--- src/rtl/ahb_manager_arbiter.sv ---
// rtl/ahb_manager_arbiter.sv - round-robin arbiter sharing one AHB-Lite manager port
// Single transfers only, one outstanding at a time; misaligned/oversized requests fail locally.
module ahb_manager_arbiter #(
  parameter int NUM_REQ = 2
) (
  input  logic                    HCLK,
  input  logic                    HRESETn,
  input  logic [NUM_REQ-1:0]      req_valid,
  output logic [NUM_REQ-1:0]      req_ready,
  input  logic [NUM_REQ*32-1:0]   req_addr,
  input  logic [NUM_REQ*32-1:0]   req_wdata,
  input  logic [NUM_REQ*3-1:0]    req_size,
  input  logic [NUM_REQ-1:0]      req_write,
  output logic [NUM_REQ-1:0]      rsp_valid,
  output logic [31:0]             rsp_rdata,
  output logic                    rsp_error,
  input  logic                    HREADY,
  input  logic [31:0]             HRDATA,
  input  logic                    HRESP,
  output logic [31:0]             HADDR,
  output logic [31:0]             HWDATA,
  output logic [2:0]              HSIZE,
  output logic [1:0]              HTRANS,
  output logic                    HWRITE
);

  localparam int CW = (NUM_REQ > 1) ? $clog2(NUM_REQ) : 1;
  localparam logic [1:0] TR_IDLE   = 2'b00;
  localparam logic [1:0] TR_NONSEQ = 2'b10;

  typedef enum logic [1:0] {ST_IDLE, ST_ADDR, ST_DATA, ST_LERR} state_t;

  state_t               r_state, w_state_nxt;
  logic [CW-1:0]        r_last, r_ch, w_win;
  logic                 w_found, w_illegal;
  logic [NUM_REQ-1:0]   w_cand;
  logic [31:0]          w_sel_addr, w_sel_wdata, r_wdata;
  logic [2:0]           w_sel_size;
  logic                 w_sel_write;
  logic [31:0]          r_haddr, r_hwdata, r_rdata;
  logic [2:0]           r_hsize;
  logic [1:0]           r_htrans;
  logic                 r_hwrite, r_error;
  logic [NUM_REQ-1:0]   r_rsp_valid;

  // A channel whose response pulse is showing this cycle sits out one round.
  assign w_cand = req_valid & ~r_rsp_valid;

  always_comb begin
    w_found = 1'b0;
    w_win   = '0;
    for (int k = 1; k <= NUM_REQ; k++) begin
      if (!w_found && w_cand[(int'(r_last) + k) % NUM_REQ]) begin
        w_found = 1'b1;
        w_win   = CW'((int'(r_last) + k) % NUM_REQ);
      end
    end
  end

  assign w_sel_addr  = req_addr[32*int'(w_win) +: 32];
  assign w_sel_wdata = req_wdata[32*int'(w_win) +: 32];
  assign w_sel_size  = req_size[3*int'(w_win) +: 3];
  assign w_sel_write = req_write[w_win];
  assign w_illegal   = (w_sel_size > 3'd2) ||
                       (w_sel_size == 3'd1 && w_sel_addr[0]) ||
                       (w_sel_size == 3'd2 && w_sel_addr[1:0] != 2'b00);

  always_ff @(posedge HCLK or negedge HRESETn) begin
    if (!HRESETn) r_state <= ST_IDLE;
    else          r_state <= w_state_nxt;
  end

  always_comb begin
    w_state_nxt = r_state;
    req_ready   = '0;
    case (r_state)
      ST_IDLE: begin
        if (w_found) begin
          req_ready[w_win] = 1'b1;
          w_state_nxt = w_illegal ? ST_LERR : ST_ADDR;
        end
      end
      ST_ADDR: if (HREADY) w_state_nxt = ST_DATA;
      ST_DATA: if (HREADY) w_state_nxt = ST_IDLE;
      ST_LERR: w_state_nxt = ST_IDLE;
      default: w_state_nxt = ST_IDLE;
    endcase
  end

  always_ff @(posedge HCLK or negedge HRESETn) begin
    if (!HRESETn) begin
      r_last      <= CW'(NUM_REQ - 1);
      r_ch        <= '0;
      r_wdata     <= '0;
      r_haddr     <= '0;
      r_hwdata    <= '0;
      r_hsize     <= '0;
      r_htrans    <= TR_IDLE;
      r_hwrite    <= 1'b0;
      r_rsp_valid <= '0;
      r_rdata     <= '0;
      r_error     <= 1'b0;
    end else begin
      r_rsp_valid <= '0;
      case (r_state)
        ST_IDLE: begin
          if (w_found) begin
            r_ch    <= w_win;
            r_wdata <= w_sel_wdata;
            if (!w_illegal) begin
              r_haddr  <= w_sel_addr;
              r_hsize  <= w_sel_size;
              r_hwrite <= w_sel_write;
              r_htrans <= TR_NONSEQ;
            end
          end
        end
        ST_ADDR: begin
          if (HREADY) begin
            r_htrans <= TR_IDLE;
            r_hwdata <= r_wdata;
          end
        end
        ST_DATA: begin
          if (HREADY) begin
            r_rsp_valid[r_ch] <= 1'b1;
            r_error           <= HRESP;
            r_rdata           <= r_hwrite ? 32'h0 : HRDATA;
            r_last            <= r_ch;
          end
        end
        ST_LERR: begin
          r_rsp_valid[r_ch] <= 1'b1;
          r_error           <= 1'b1;
          r_rdata           <= '0;
          r_last            <= r_ch;
        end
        default: ;
      endcase
    end
  end

  assign HADDR     = r_haddr;
  assign HWDATA    = r_hwdata;
  assign HSIZE     = r_hsize;
  assign HTRANS    = r_htrans;
  assign HWRITE    = r_hwrite;
  assign rsp_valid = r_rsp_valid;
  assign rsp_rdata = r_rdata;
  assign rsp_error = r_error;

endmodule
--- config.mk ---
export PLATFORM = sky130hd
export DESIGN_NAME = ahb_manager_arbiter
export DESIGN_NICKNAME = d
export VERILOG_FILES = /design/src/rtl/ahb_manager_arbiter.sv
export SDC_FILE = /design/constraint.sdc
export NUM_CORES = 1
export LEC_CHECK = 0
export BUFFER_PORTS_ARGS = -buffer_cell sky130_fd_sc_hd__buf_2
export CAP_MARGIN = 20
export CORE_ASPECT_RATIO = 1.1
export CORE_MARGIN = 2
export CORE_UTILIZATION = 40
export CTS_CLUSTER_SIZE = 20
export DETAILED_ROUTE_END_ITERATION = 6
export PLACE_DENSITY_LB_ADDON = 0.12
export SLEW_MARGIN = 20
export SYNTH_ARGS = -nofsm -noshare
export SYNTH_HDL_FRONTEND = slang
export SYNTH_SLANG_ARGS = --single-unit
--- constraint.sdc ---
create_clock -name HCLK -period 2.6 [get_ports HCLK]
set_clock_uncertainty 0.15 [all_clocks]
set_input_delay 0.52 -clock HCLK [delete_from_list [all_inputs] [get_ports HCLK]]
set_output_delay 0.52 -clock HCLK [all_outputs]
set_load 0.1 [all_outputs]
==> results.txt <==
Via count: 4628
Placer Congestion: 0.834
Syn Nets: 622
# resized after CTS: 0
WHS Path Cells: 3
Total GRT Usage: 19.8%
EDFF count, synth: 0
Fraction of layout cells with a size suffix above 1: 58.8%
Clk pin slew, worst setup/hold paths: 0.06 ns
Max-slew headroom: 65.0%
Sequential share of the synthesized area: 58.2%
Top_reg_cell synth: dfrtp_1
Worst setup path class: reg2out
Largest stage delay, worst path: 0.50 ns
Die area: 0.0161 mm²
WHS: 0.143 ns
Slowest-stage cell, CP: dfrtp_1
Initial antenna violation count: 1
Hpwl dp: 11200 µm
Worst Min Path Start: req_wdata[49]
Final slew viol count: 0
CP max FO: 11
CP endpoint kind: primary output
Number of port buffers: 279
Warnings, synthesis: 0
Die Wd: 121 µm
Post-CTS Setup Repair Bufs: 0
Hold Path End: r_wdata[17]$_DFFE_PN0P_
Gr ovfl total: 0
Final setup vio count: 0
CP cell instances: nor2_1, and3_1, buf_12
Max frequency: 0.419 GHz
First-pass GRT wire length: 24600 µm
Core area: 0.0149 mm²
Floorplan row count: 47
Fin. Hold Viols: 0
Sum of negative setup slack: 0 ns
Worst path bufs/invs: 1
Layout area overhead: 37.6%
Status: completed
WL/cell: 16.6 µm
Final cell count without fillers: 940
WP data required: 1.93 ns
Cell variety after synth: 38
Initial Util: 40.5%
Max H-tree Level: 4
Crit path DAT: 1.72 ns
Cell count after synthesis: 448
Remaining routing DRC violations: 0
CTS Root Cell: clkbuf_16
DRT antenna net count: 0
Largest net degree at the start of global routing: 57
FFs w/ async S/R, synth: 100%
Vias per cell: 4.92
Worst Setup Start Kind: register
Drt first pass iters: 4
Worst min path class: in2reg
Vias in the first global route: 4856
Routed WL: 15600 µm
DRT iter0 DRCs: 255
Worst-margin pin slew: 0.525 ns
Hold_buf cts: 1
Final period utilization: 91.9%
Reg2Reg Launch Point: r_last$_DFFE_PN1P_
CP top delay family: simple AND/OR/NAND/NOR gates
# placed instances: 906
Register-to-register setup slack: 0.56 ns
Clock latency on the worst-skew pair: 0.41 ns
Net total in the final layout: 904
CTS sink count: 140
Min Clock Period, post-route: 2.39 ns
Num CTS Buffers: 17
Avg Inst Size Synth: 13.4 µm²
Max-cap violations: 0
Die Ht: 133 µm
Io pins: 281
Clock tree buffer depth: 2
Terminus of the critical flop-to-flop path: HADDR[3]$_DFFE_PN0P_
RSZ-0062 raised after global routing: no
CTS tree: done
Yosys reg bits: 140
Synth Cell Area: 0.00602 mm²
Reg2Reg Depth: 5
-- layer usage --
metal | wire length, µm | vias up | track usage, % | part of all wire [%]
li1 | - | 2176 | - | -
met1 | 6480 | 2236 | 24.8 | 42
met2 | 7580 | 189 | 32.1 | 49
met3 | 1240 | 25 | 5.82 | 7.9
met4 | 289 | 2 | 8.01 | 1.9
met5 | 17 | - | 0 | 0.11
-- metrics by stage --
| step | cell area [µm²] | utilization (%) | setup WS, ns |
|---|---|---|---|
| CTS | 8290 | 55.7 | 0.182 |
| global route | 8290 | 55.7 | 0.0754 |
| detailed placement | 7670 | 51.6 | 0.366 |
| floorplan | 6030 | - | 0.149 |
| finish | 8290 | 55.7 | 0.211 |
| global placement | 7670 | 51.6 | 0.407 |
-- cell usage in the layout, fill, tap and decap left out, types with 3 or more instances in the layout --
cell type,n
buf_2,276
dfrtp_1,137
mux2_2,72
nand2_1,67
a22oi_1,32
a22o_1,28
mux2_4,28
clkbuf_16,17
buf_4,9
inv_1,6
nor2_1,5
buf_12,5
a2bb2oi_1,4
o22ai_1,4
clkinv_4,4
clkinv_2,4
a21oi_1,3
a21o_1,3
bufinv_16,3
-- state kept, by name, indices dropped and copies added (netlist names) --
name / cells
HADDR: 32
HWDATA: 32
r_wdata: 32
rsp_rdata: 32
HSIZE: 3
r_state: 2
rsp_valid: 2
HTRANS: 1
HWRITE: 1
r_ch: 1
r_last: 1
rsp_error: 1
-- final cells by class --
class                      instances  area, µm²
tap                              196        245
clock buffer                      18        439
antenna                            1       2.50
inverter                           6       22.5
multi-input combinational        273       2340
fill                            1282       6590
timing repair buffer             292       1570
sequential                       140       3510
clock inverter                    14        169
-- worst register-to-register path, cell delays in order, from the launching register on --
cell and delay, ns:
dfstp_2 0.55, and3b_1 0.22, o221ai_2 0.14, a21oi_4 0.19, buf_12 0.26, mux2_2 0.40
-- cells by family after synthesis --
kind of cell,count (synthesis),synth area share [%]
flip-flops,140,58.2
multiplexers,100,20.4
AO/OA/AOI/OAI,86,11.7
AND/OR/NAND/NOR,86,6.42
buffers and inverters,35,3.24
other,1,0.0622
-- cells in the mapped netlist (all sizes together), types with 2 or more instances --
library cell  instances  area share [%]
nand3b                2            0.25
nand2                68             4.3
o21ai                 3            0.31
inv                   6            0.37
nor2                  5            0.31
o22a                  2            0.29
a2bb2oi               4            0.58
o211ai                2            0.33
clkbuf               16             1.0
nor3                  2            0.33
nand2b                2            0.21
buf                  13             1.9
a21o                  3            0.37
a21oi                 4            0.52
a22o                 28             4.1
o22ai                 4            0.42
nor2b                 2            0.21
a22oi                32             4.0
dfrtp               139              58
mux2                100              20
-- worst max-delay path by stage --
stage	startpoint	end	slack (ns)	cells past startpoint
detailed placement	req_size[5]	HADDR[3]$_DFFE_PN0P_	0.37	6
floorplan	rsp_valid[1]$_DFF_PN0_	req_ready[0]	0.15	4
CTS	r_state[1]$_DFFE_PN0P_	req_ready[1]	0.18	3
global route	r_state[1]$_DFFE_PN0P_	req_ready[1]	0.08	3
global placement	req_size[5]	HADDR[2]$_DFFE_PN0P_	0.41	6
finish	r_state[1]$_DFFE_PN0P_	req_ready[1]	0.21	3
Power is not shown: default switching activity piles up to over one toggle a cycle in this logic, so the estimate is an artifact.
